<file path="src/rtl/serial_addsub.sv">
// serial_addsub
// Digit-serial adder/subtractor. Operands are captured on a start pulse and
// consumed DIGIT bits per clock, LSB slice first, with the borrow/carry
// carried between slices in a register. Results and flags are registered at
// completion and held until the next completion or reset.
//
// Ports:
//   i_clk    - clock, all state changes on the rising edge
//   i_rst    - synchronous active-high reset
//   i_start  - operation request, only looked at while idle
//   i_mode   - 1 = a - b - bin, 0 = a + b + bin
//   i_a      - minuend / addend A
//   i_b      - subtrahend / addend B
//   i_bin    - borrow-in (subtract) / carry-in (add)
//   o_busy   - high while slices are being processed
//   o_done   - one-cycle pulse, results valid from this cycle
//   o_diff   - result, modulo 2^WIDTH
//   o_bout   - final borrow-out (subtract) / carry-out (add)
//   o_ovf    - two's-complement signed overflow
//   o_zero   - o_diff == 0
//
// WIDTH must be an integer multiple of DIGIT, with 1 <= DIGIT <= WIDTH.

module serial_addsub #(
  parameter int WIDTH = 8,
  parameter int DIGIT = 1
) (
  input  logic             i_clk,
  input  logic             i_rst,
  input  logic             i_start,
  input  logic             i_mode,
  input  logic [WIDTH-1:0] i_a,
  input  logic [WIDTH-1:0] i_b,
  input  logic             i_bin,
  output logic             o_busy,
  output logic             o_done,
  output logic [WIDTH-1:0] o_diff,
  output logic             o_bout,
  output logic             o_ovf,
  output logic             o_zero
);

  localparam int STEPS = WIDTH / DIGIT;
  localparam int CW    = (STEPS > 1) ? $clog2(STEPS) : 1;
  localparam logic [CW-1:0] LAST_STEP = CW'(STEPS - 1);

  typedef enum logic {
    IDLE,
    RUN
  } state_t;

  state_t           r_state;
  logic [WIDTH-1:0] r_a;
  logic [WIDTH-1:0] r_b;
  logic [WIDTH-1:0] r_res;
  logic             r_mode;
  logic             r_c;
  logic             r_aMsb;
  logic             r_bMsb;
  logic [CW-1:0]    r_cnt;

  logic [DIGIT-1:0] w_slice;
  logic             w_cout;
  logic [WIDTH-1:0] w_sliceWide;
  logic [WIDTH-1:0] w_nextRes;
  logic             w_ovf;

  // One slice of full-subtractor / full-adder cells. The borrow/carry ripples
  // from bit 0 upward inside the slice; w_cout is the slice carry that gets
  // registered for the next step.
  always_comb begin
    w_slice = '0;
    w_cout  = r_c;
    for (int i = 0; i < DIGIT; i++) begin
      w_slice[i] = r_a[i] ^ r_b[i] ^ w_cout;
      if (r_mode) begin
        w_cout = (~r_a[i] & r_b[i]) | (~r_a[i] & w_cout) | (r_b[i] & w_cout);
      end else begin
        w_cout = (r_a[i] & r_b[i]) | (r_a[i] & w_cout) | (r_b[i] & w_cout);
      end
    end
  end

  // The result register fills from the top: each new slice enters at the MSB
  // end and earlier slices move down, so after STEPS slices the first one
  // sits at bit 0. The shift form also covers DIGIT == WIDTH without an
  // empty part-select.
  assign w_sliceWide = WIDTH'(w_slice);
  assign w_nextRes   = (r_res >> DIGIT) | (w_sliceWide << (WIDTH - DIGIT));

  // Overflow uses the sign bits captured at start, since the operand shift
  // registers no longer hold them by the final step.
  assign w_ovf = r_mode ? ((r_aMsb != r_bMsb) && (w_nextRes[WIDTH-1] != r_aMsb))
                        : ((r_aMsb == r_bMsb) && (w_nextRes[WIDTH-1] != r_aMsb));

  // Control FSM and datapath registers. Outputs are registered here so that
  // busy/done and the flags all change on the same edge as the state.
  always_ff @(posedge i_clk) begin
    if (i_rst) begin
      r_state <= IDLE;
      r_a     <= '0;
      r_b     <= '0;
      r_res   <= '0;
      r_mode  <= 1'b0;
      r_c     <= 1'b0;
      r_aMsb  <= 1'b0;
      r_bMsb  <= 1'b0;
      r_cnt   <= '0;
      o_busy  <= 1'b0;
      o_done  <= 1'b0;
      o_diff  <= '0;
      o_bout  <= 1'b0;
      o_ovf   <= 1'b0;
      o_zero  <= 1'b0;
    end else begin
      o_done <= 1'b0;
      case (r_state)
        IDLE: begin
          if (i_start) begin
            r_a     <= i_a;
            r_b     <= i_b;
            r_mode  <= i_mode;
            r_c     <= i_bin;
            r_aMsb  <= i_a[WIDTH-1];
            r_bMsb  <= i_b[WIDTH-1];
            r_res   <= '0;
            r_cnt   <= '0;
            o_busy  <= 1'b1;
            r_state <= RUN;
          end
        end
        RUN: begin
          r_a   <= r_a >> DIGIT;
          r_b   <= r_b >> DIGIT;
          r_c   <= w_cout;
          r_res <= w_nextRes;
          r_cnt <= r_cnt + 1'b1;
          if (r_cnt == LAST_STEP) begin
            r_state <= IDLE;
            o_busy  <= 1'b0;
            o_done  <= 1'b1;
            o_diff  <= w_nextRes;
            o_bout  <= w_cout;
            o_ovf   <= w_ovf;
            o_zero  <= (w_nextRes == '0);
          end
        end
        default: r_state <= IDLE;
      endcase
    end
  end

endmodule

</file>
<file path="config.mk">
export PLATFORM = sky130hd
export DESIGN_NAME = serial_addsub
export DESIGN_NICKNAME = d
export VERILOG_FILES = /design/src/rtl/serial_addsub.sv
export SDC_FILE = /design/constraint.sdc
export NUM_CORES = 1
export LEC_CHECK = 0
export CAP_MARGIN = 10
export CORE_AREA = 4 4 66 68
export DETAILED_ROUTE_END_ITERATION = 6
export DIE_AREA = 0 0 70 72
export MAX_ROUTING_LAYER = met4
export PLACE_DENSITY_LB_ADDON = 0.25
export SYNTH_ARGS = -nofsm -noshare
export SYNTH_HDL_FRONTEND = slang
export SYNTH_SLANG_ARGS = --single-unit
export TNS_END_PERCENT = 20
</file>
<file path="constraint.sdc">
create_clock -name i_clk -period 1.85 [get_ports i_clk]
set_input_delay 0.185 -clock i_clk [delete_from_list [all_inputs] [get_ports i_clk]]
set_output_delay 0.185 -clock i_clk [all_outputs]
set_load 0.02 [all_outputs]
</file>
# Yosys cells after proc, flatten, opt, wreduce, memory -nomap -nowiden
# Index checks and enable logic that the tools add are counted.
# Widths: inputs -> output; s select.
[word_totals]
n_memories = 0
latchBits = 0
rom_bits = 0
out_inout_bits = 13
ramBits = 0
reg_bits = 45
word_cells = 62
inputBits = 21
[op_classes]
n_mux = 19
n_div = 0
n_eq_ne = 6
n_shift = 0
add_sub_neg = 1
reduce_logical = 7
mul = 0
bitwise = 14
n_lt_le_gt_ge = 0
[ops]
columns = ["cell", "count"]
rows = [
  ["$pmux 8 s2", 3],
  ["$mux 8", 3],
  ["$logic_not 8->1", 1],
  ["$mux 1", 8],
  ["$or 7x8->8", 1],
  ["$pmux 1 s2", 3],
  ["$pmux 3 s2", 1],
  ["$reduce_and 2->1", 3],
  ["$and 1x1->1", 5],
  ["$or 1x1->1", 4],
  ["$add 3x1->3 const B", 1],
  ["$eq 3x3->1 const B", 1],
  ["$mux 3", 1],
  ["$logic_and 1x1->1", 2],
  ["$ne 1x1->1", 2],
  ["$ne 2x1->1 const B", 1],
  ["$ne 2x2->1 const B", 1],
  ["$not 1->1", 2],
  ["$reduce_or 2->1", 1],
  ["$xor 1x1->1", 2],
  ["$eq 1x1->1", 1],
]

# Longest topological paths before layout
# Gate-level depths: netlist (run 1).
[logic_depth]
depth_word = 6
depth_mapped = 6
ltp_nobuf = 5

# Least setup slack after synthesis (run 1)
# Ideal clock, no wire load.
[synth_path]
kind = "register to register"
start = "register r_cnt[0]"
end = "register o_zero"
path_stages_with_launch = 6
t_required_ps = 1733
arrival_ps = 1223
setup_slack_ps = 510
synth_period_minus_slack_ps = 1340
path_cell_list = "dfxtp_1 > ha_1 > ha_1 > and3b_1 > buf_4 > a32o_1"
[synth_between]
elab_chain_len = 2
[synth_lines]
columns = ["element", "line_no", "text"]
rows = [
  ["from (decl)", "60", "logic [CW-1:0] r_cnt;"],
  ["from (signal assigned)", "137", "r_cnt <= r_cnt + 1'b1;"],
  ["$eq 3x3->1", "138", "if (r_cnt == LAST_STEP) begin"],
  ["$reduce_and 2->1 (no line)", "--", ""],
  ["to (signal assigned)", "145", "o_zero <= (w_nextRes == '0);"],
  ["to (decl)", "40", "output logic o_zero"],
]
# Every way passes these cells.
# A chain may end at the register's enable or synchronous reset.

# Worst setup path after layout (run 1)
[layout_path]
start = "register r_cnt[0]"
end = "register o_ovf"
[layout_between]
elab_chain_len = 2
[layout_lines]
columns = ["element", "line_no", "text"]
rows = [
  ["$eq 3x3->1", "138", ""],
  ["$reduce_and 2->1 (no line)", "--", ""],
  ["to (signal assigned)", "144", "o_ovf <= w_ovf;"],
  ["to (decl)", "39", "output logic o_ovf,"],
]
# Every way passes these cells.

==> flow_summary.ini, run 1 <==
[status]
status = finished clean

[floorplan]
die-width_um = 70
core_area_um2 = 3860
die_height_um = 72
start_util_pct = 48.2
die_area_um2 = 5040
rows = 23
io_pins = 34

[placement]
dp_hpwl_um = 2640
port_buffers = 33
place_area_um2 = 2230
gp_congestion = 0.777

[timing]
rsz0062_at_grt = false
hold_viol_final = 0
finalCriticalPeriod_ps = 1580
setup_tns_ps = 0
max_freq_ghz = 0.631
setup_violations = 0
holdWs_ps = 451
skew_ps = 5.61
relSlewSlack_pct = 64.4
finalCritPeriodShare_pct = 85.6
worst_pin_slew_ps = 534
drv_slew = 0

[cts]
root_buffer = clkbuf_8
post_cts_resize_count = 0
cts_sinks = 44
h-tree-depth = 2
post-cts-setup-buffers = 0
cts_buffer_depth = 2
cts.clk_slew.worst_paths_ps = 90
numCtsBuffers = 5
clk_latency_ps = 300
cts_tree = built
hold_buffers = 0

[drt]
wl_um = 3600
drt_first_iter_violations = 95
vias = 1376
detail-route-antenna-nets = 0
drc = 0
routed_via_density = 5.27
drtPass1Iterations = 4
wl_per_cell_um = 13.8

[final_layout]
area.sequential_um2 = 881
layout-drive-gt1-share_pct = 8.06
multi_input_area_um2 = 905
syn_to_final_growth_pct = 26.1
fill_cells = 348
fin_nets = 235
post-route-cell-area_um2 = 2340
antennaDiodeCount = 0

[critical_path]
cpPeakStageDelay_ps = 390
crit_top_cell = ha_1
critPathRequiredTime_ps = 2060
crit_arrival_ps = 1790
path_buf_inv = 0
cp_max_fo = 11
worst-setup-path-type = flop to flop
critPathLaunchType = flop
path_cells = ha_1 > ha_1 > and3b_1 > nand2_1 > o311ai_1
cp_slowest_cell = and3b_1
end_kind = flop
cp_top_family = simple AND/OR/NAND/NOR gates

[logic_synthesis]
ys_ff_latch = 44
syn_avg_cell_area_um2 = 10.4
syn_area_um2 = 1860
ys.warnings.count = 0
synthCells = 179
ys_seq_area_share_pct = 47.4
synth.net_count = 204
synth.distinct_cells = 32

[grt]
first_global_vias = 1319
grt_max_degree = 30
use_met2_pct = 24.9
grt_first_pass_wirelength_um = 6000
grt_util_met3_pct = 3.74
gr-total-overflow = 0
gr-max-usage-layer = met2
use_met1_pct = 19.2
grt_use_total_pct = 15.4
antenna_found_initial = 0

[pwr]
powerDensity_nw_per_um2 = 838
vdd_drop_max_uv = 430
p_leak_uw = 0.000935

[job]
drv_cap = 0

[min_path]
hp-class = flop to flop
area by class of cell:
cell class,count,area share (%)
clock buffer,5,2.94
clock inverter,3,1.82
tap,50,2.67
inverter,1,0.160
multi-input combinational,120,38.6
sequential,44,37.6
timing repair buffer,38,16.2
worst register-to-register path: cells and delay by family, from the launching register on:
| family | cells | cell delay [ps] |
|---|---|---|
| AOI/OAI and AO/OA | 1 | 280 |
| adders and majority gates | 2 | 350 |
| DFF | 1 | 360 |
| and+or+nand+nor | 2 | 510 |
through the flow:
stage / util, % / worst slack [ps] / instances / power, uW
after floorplan: - / 510 / 179 / 1170
after global placement: 57.9 / 313 / 253 / 1240
after detailed placement: 57.9 / 251 / 253 / 1250
after CTS: 60.8 / 230 / 261 / 1980
after global routing: 60.8 / 104 / 261 / 2050
final: 60.8 / 266 / 261 / 1960
worst paths after layout:
check / startpoint / endpoint / slack, ps / cells past startpoint
hold / removal: o_diff[7] / o_diff[7] / 450 / 2
setup / recovery: r_cnt[0] / o_ovf / 270 / 5
setup reg to reg: r_cnt[0] / o_ovf / 270 / 5
hold reg to reg: o_diff[7] / o_diff[7] / 450 / 2
sequential cells by signal, summed over array words and instances (netlist names):
signal   cells
o_zero       1
r_bMsb       1
r_a          8
r_b          8
r_c          1
r_state      1
r_res        7
o_busy       1
o_done       1
o_ovf        1
r_aMsb       1
r_mode       1
o_bout       1
o_diff       8
r_cnt        3
synth_stat cells:
library cell	count	area [um^2]
nor3b_2	1	12.5
and3b_1	1	8.76
dfxtp_1	44	881
ha_1	4	50.1
or4_1	1	7.51
nand4_1	1	6.26
nor4_2	1	12.5
nand4bb_1	1	11.3
nor3b_1	8	60.1
o21a_1	1	7.51
a21oi_2	1	8.76
nor3_1	2	10.0
a22o_1	7	61.3
or4_4	1	11.3
buf_4	2	15.0
a21oi_1	9	45.0
a211oi_1	2	15.0
nor2b_1	2	12.5
o31ai_1	1	7.51
xnor2_1	1	8.76
nand2_1	6	22.5
o211ai_1	1	7.51
and2b_1	1	7.51
o311ai_1	1	8.76
mux2i_1	20	200
buf_2	7	35.0
a32o_1	1	10.0
inv_1	1	3.75
xor2_1	2	17.5
mux2_1	15	169
nor2_1	28	105
clkbuf_1	5	18.8
per-layer routing:
metal  wire [um]  part of all wire, %  vias to the layer above
met5           0                    0                        -
met4          36                  1.0                        0
met3         169                  4.7                        4
met2        1700                   47                       34
met1        1690                   47                      649
li1            -                    -                      689
cells in the final DEF (no fill, tap or decap), drive strengths merged, types with 2 or more instances in the layout:
| master | netlist | final |
|---|---|---|
| dfxtp | 44 | 44 |
| clkdlybuf4s50 | 0 | 33 |
| nor2 | 28 | 28 |
| mux2i | 20 | 20 |
| mux2 | 15 | 15 |
| a21oi | 10 | 10 |
| nor3b | 9 | 9 |
| a22o | 7 | 7 |
| nand2 | 6 | 6 |
| clkbuf | 5 | 5 |
| buf | 9 | 5 |
| ha | 4 | 4 |
| xor2 | 2 | 2 |
| nor2b | 2 | 2 |
| nor3 | 2 | 2 |
| a211oi | 2 | 2 |
| or4 | 2 | 2 |
report_power, final:
part	switching (uW)	total [uW]	leakage, uW	internal, uW
combinational	101	222	0.000523	121
sequential	25.9	1010	0.000359	982
clock	334	734	0.0000541	400
cell families after synthesis:
logic type	after synthesis	share of synthesized area, %
xor+xnor	3	1.41
compound gates	24	9.23
fa+ha+maj	4	2.69
mux	35	19.9
simple gates	54	15.5
flops	44	47.4
buf+inv	15	3.91
Power figures use the tool's default switching activity.
==> run 2: changes to the inputs <==
--- a/config.mk
+++ b/config.mk
@@ -10,7 +10,7 @@
 export DETAILED_ROUTE_END_ITERATION = 6
 export DIE_AREA = 0 0 70 72
 export MAX_ROUTING_LAYER = met4
-export PLACE_DENSITY_LB_ADDON = 0.25
+export PLACE_DENSITY = 0.77
 export SYNTH_ARGS = -nofsm -noshare
 export SYNTH_HDL_FRONTEND = slang
 export SYNTH_SLANG_ARGS = --single-unit
==> run 2 against run 1 <==
  * Sequential cell count stayed put
  * Fmax hardly changed
  * Worst hold slack worse by 0.54 ps
  * Setup slack hardly changed
  * Via count is 1.9% lower
  * Cell count stayed put
  * Critical path depth stayed put
  * Global-route usage is 0.12 points higher
  * Critical endpoint unchanged
  * Largest power group unchanged
==> flow_summary.ini, run 2 (synthesis results as in run 1) <==
[timing]
skew_ps = 7.58
finalCriticalPeriod_ps = 1580
setup_violations = 0
finalCritPeriodShare_pct = 85.6
max_freq_ghz = 0.631
relSlewSlack_pct = 62.5
setup_tns_ps = 0
hold_viol_final = 0
fin_ws_ps = 266
worst_pin_slew_ps = 562
rsz0062_at_grt = false
drv_slew = 0

[critical_path]
cp_max_fo = 11
rrSetupSlack_ps = 270
r2r-start = r_cnt[0]
r2r_cells = 5
crit_arrival_ps = 1800
critPathRequiredTime_ps = 2060
end_kind = flop
worst-setup-path-type = flop to flop
critPathLaunchType = flop
r2r_end = o_ovf

[grt]
grt_use_total_pct = 15.5
grt_first_pass_wirelength_um = 6040
gr-total-overflow = 0
antenna_found_initial = 0
first_global_vias = 1322
grt_max_degree = 30

[cts]
cts_tree = built
post-cts-setup-buffers = 0
post_cts_resize_count = 0
numCtsBuffers = 5
cts_buffer_depth = 2
h-tree-depth = 2
clk_latency_ps = 300
cts_sinks = 44
hold_buffers = 0
cts.clk_slew.worst_paths_ps = 80
root_buffer = clkbuf_8

[final_layout]
post-route-cell-area_um2 = 2340
final_cell_mix = dfxtp_1, clkdlybuf4s50_1, nor2_1, mux2i_1, mux2_1
final_common_cell = dfxtp_1
layout-drive-gt1-share_pct = 8.06
area.sequential_um2 = 881
fin_nets = 235
syn_to_final_growth_pct = 26.1
antennaDiodeCount = 0
largest_registers = o_diff x8, r_a x8, r_b x8
multi_input_area_um2 = 905
post-route-util_pct = 60.8
fill_cells = 343

[floorplan]
die-width_um = 70
io_pins = 34
die_area_um2 = 5040
die_height_um = 72
core_area_um2 = 3860
start_util_pct = 48.2
rows = 23

[drt]
detail-route-antenna-nets = 0
routed_via_density = 5.17
drtPass1Iterations = 4
drc = 0
drt_first_iter_violations = 120
wl_per_cell_um = 13.6
wl_um = 3560
vias = 1350

[min_path]
min_from = o_diff[7]
worstHoldEndpoint = o_diff[7]
hp-class = flop to flop
worstHoldPathCells = 2

[placement]
dp_hpwl_um = 2560
gp_congestion = 0.780
port_buffers = 33
place_area_um2 = 2230
dp_slack_ps = 249

[pwr]
vdd_drop_max_uv = 466
p_total_uw = 1950
powerDensity_nw_per_um2 = 833
p_leak_uw = 0.000935

[status]
status = finished clean

[job]
drv_cap = 0
[run 2: cell counts in the layout (fill, tap and decap cells not counted)]
Identical to the previous run, type by type.
[run 2: power breakdown]
| group | internal [uW] | switching, uW |
|---|---|---|
| clock network | 399 | 326 |
| logic | 121 | 101 |
| registers | 982 | 23.6 |
[run 2: final cells by class]
cell class	instances	area share, %
multi-input combinational	120	38.6
sequential	44	37.6
timing repair buffer	38	16.2
clock buffer	5	2.94
tap	50	2.67
clock inverter	3	1.82
inverter	1	0.160
[run 2: worst max-delay path, stage by stage (launching register included)]
cell and delay [ps]:
dfxtp_1 360, ha_1 160, ha_1 200, and3b_1 390, nand2_1 130, o311ai_1 260
[run 2: worst max path at each step]
stage / start / to / slack (ps)
final: r_cnt[0] / o_ovf / 270
after CTS: r_cnt[0] / o_ovf / 240
after detailed placement: i_rst / o_diff[3] / 250
after global placement: i_start / r_mode / 300
after global routing: r_cnt[0] / o_ovf / 120
after floorplan: r_cnt[0] / o_zero / 510
[run 2: per-stage QoR]
| step | hold slack (ps) | cells |
|---|---|---|
| floorplan | 332 | 179 |
| global placement | 437 | 253 |
| detailed placement | 444 | 253 |
| CTS | 457 | 261 |
| global route | 495 | 261 |
| finish | 450 | 261 |
[run 2: metal layers]
| layer | global-route usage, % | share of wire [%] |
|---|---|---|
| met5 | - | 0 |
| met4 | 7.66 | 1.8 |
| met3 | 3.74 | 3.9 |
| met2 | 25.1 | 48 |
| met1 | 18.1 | 46 |
==> run 3: changes to the inputs <==
--- a/config.mk
+++ b/config.mk
@@ -6,11 +6,12 @@
 export NUM_CORES = 1
 export LEC_CHECK = 0
 export CAP_MARGIN = 10
-export CORE_AREA = 4 4 66 68
+export CORE_AREA = 4 4 61 63
 export DETAILED_ROUTE_END_ITERATION = 6
-export DIE_AREA = 0 0 70 72
+export DIE_AREA = 0 0 65 67
+export DONT_BUFFER_PORTS = 1
 export MAX_ROUTING_LAYER = met4
-export PLACE_DENSITY = 0.77
+export PLACE_DENSITY = 0.75
 export SYNTH_ARGS = -nofsm -noshare
 export SYNTH_HDL_FRONTEND = slang
 export SYNTH_SLANG_ARGS = --single-unit
==> run 3 against run 2 <==
  * Wire length is 3.1% lower
  * Sequential power is essentially flat
  * Worst hold slack worse by 410 ps
  * Via count fell by 7.3%
  * Die area shrank 14%
  * Non-clock buffer count decreased by 30
  * Critical endpoint unchanged
==> flow_summary.ini, run 3 (synthesis results as in run 1) <==
[timing]
setup_tns_ps = 0
rsz0062_at_grt = false
skew_ps = 11.8
max_freq_ghz = 0.617
fin_ws_ps = 229
setup_violations = 0
hold_viol_final = 0
drv_slew = 0
finalCriticalPeriod_ps = 1620
worst_pin_slew_ps = 1120
finalCritPeriodShare_pct = 87.6
relSlewSlack_pct = 24.9
holdWs_ps = 36.1

[drt]
drc = 0
wl_per_cell_um = 15.2
wl_um = 3450
vias = 1251
drtPass1Iterations = 4
drt_first_iter_violations = 95
detail-route-antenna-nets = 0
routed_via_density = 5.51

[floorplan]
die_height_um = 67
die_area_um2 = 4360
io_pins = 34
rows = 21
core_area_um2 = 3230
start_util_pct = 57.5
die-width_um = 65

[critical_path]
rrSetupSlack_ps = 230
crit_cells = 5
r2r_end = o_ovf
r2r_cells = 5
cp_top_family = simple AND/OR/NAND/NOR gates
crit_end = o_ovf
worst-setup-path-type = flop to flop
critPathLaunchType = flop
critPathRequiredTime_ps = 2120
path_cells = ha_1 > ha_1 > and3b_1 > nand2_1 > o311ai_1
r2r-start = r_cnt[0]
end_kind = flop
crit_arrival_ps = 1890
cp_slowest_cell = and3b_1
cpPeakStageDelay_ps = 390
cp_max_fo = 11
startpoint = r_cnt[0]
path_buf_inv = 0
crit_top_cell = ha_1

[job]
drv_cap = 0

[grt]
grt_first_pass_wirelength_um = 5480
first_global_vias = 1178
grt_max_degree = 32
antenna_found_initial = 0
grt_use_total_pct = 17.1
gr-total-overflow = 0

[pwr]
p_total_uw = 1770
p_leak_uw = 0.000807
vdd_drop_max_uv = 656
powerDensity_nw_per_um2 = 884

[min_path]
hp-class = input port to flop

[cts]
root_buffer = clkbuf_4
cts_buffer_depth = 2
numCtsBuffers = 5
clk_latency_ps = 350
cts_sinks = 44
post_cts_resize_count = 0
post-cts-setup-buffers = 0
cts.clk_slew.worst_paths_ps = 130
cts_tree = built
h-tree-depth = 2

[status]
status = finished clean

[placement]
dp_hpwl_um = 2330
port_buffers = 0
dp_slack_ps = 246
gp_congestion = 0.773

[final_layout]
syn_to_final_growth_pct = 7.61
fin_nets = 205
largest_registers = o_diff x8, r_a x8, r_b x8
final_cell_mix = dfxtp_1, nor2_1, mux2i_1, mux2_1, a21oi_1
antennaDiodeCount = 0
fill_cells = 289
final_common_cell = dfxtp_1
layout-drive-gt1-share_pct = 8.29
run 3: cell count changes in the layout (fill, tap and decap cells not counted):
cell and change:
clkbuf_8 -5, buf_12 -1, clkdlybuf4s50_1 -33, buf_4 -1, clkbuf_4 +5, dlygate4sd3_1 +5
run 3: final cells by class:
class                           instances  area [um^2]  share of cell area [%]
Inverter                                1         3.75                   0.188
Sequential cell                        44          881                    44.1
Tap cell                               46         57.6                    2.88
Clock buffer                            5         37.5                    1.88
Multi-Input combinational cell        120          905                    45.2
Clock inverter                          3         42.5                    2.13
Timing Repair Buffer                    8         72.6                    3.63
run 3: routing by layer:
layer / vias to the layer above / routed length, um / track usage, %
met2: 29 / 1620 / 26.9
met1: 588 / 1590 / 19.9
li1: 632 / - / -
met5: - / 0 / -
met3: 2 / 215 / 7.25
met4: 0 / 17 / 5.01
run 3: through the flow:
step | instance area, um^2 | utilization (%) | std cells
after floorplan | 1860 | - | 179
after CTS | 2000 | 61.9 | 227
after global routing | 2000 | 61.9 | 227
final | 2000 | 61.9 | 227
after detailed placement | 1870 | 57.8 | 214
after global placement | 1870 | 57.8 | 214
run 3: what timing repair did:
item / 4_1_cts / 5_1_grt
hold endpoints to repair: 32 / 0
hold buffers: 5 / 0
endpoints found under the setup margin: 0 / 0
run 3: how the worst min path moves through the flow:
stage | start | slack (ps) | depth (start not counted) | to
6_report | i_start | 40 | 3 | r_cnt[2]
4_1_cts | i_start | 30 | 3 | r_cnt[2]
2_1_floorplan | i_a[7] | 330 | 2 | r_aMsb
3_5_place_dp | i_rst | 260 | 1 | r_aMsb
5_1_grt | i_start | 20 | 3 | r_res[4]
3_3_place_gp | i_rst | 260 | 1 | r_aMsb
run 3: worst reg2reg max path, cell delays in order (launching register included):
cell      delay [ps]
dfxtp_1          380
ha_1             170
ha_1             190
and3b_1          390
nand2_1          120
o311ai_1         280
run 3: report_power, final:
part	internal, uW	switching (uW)
Combinational	84.0	81.0
Clock	282	311
Sequential	983	27.3
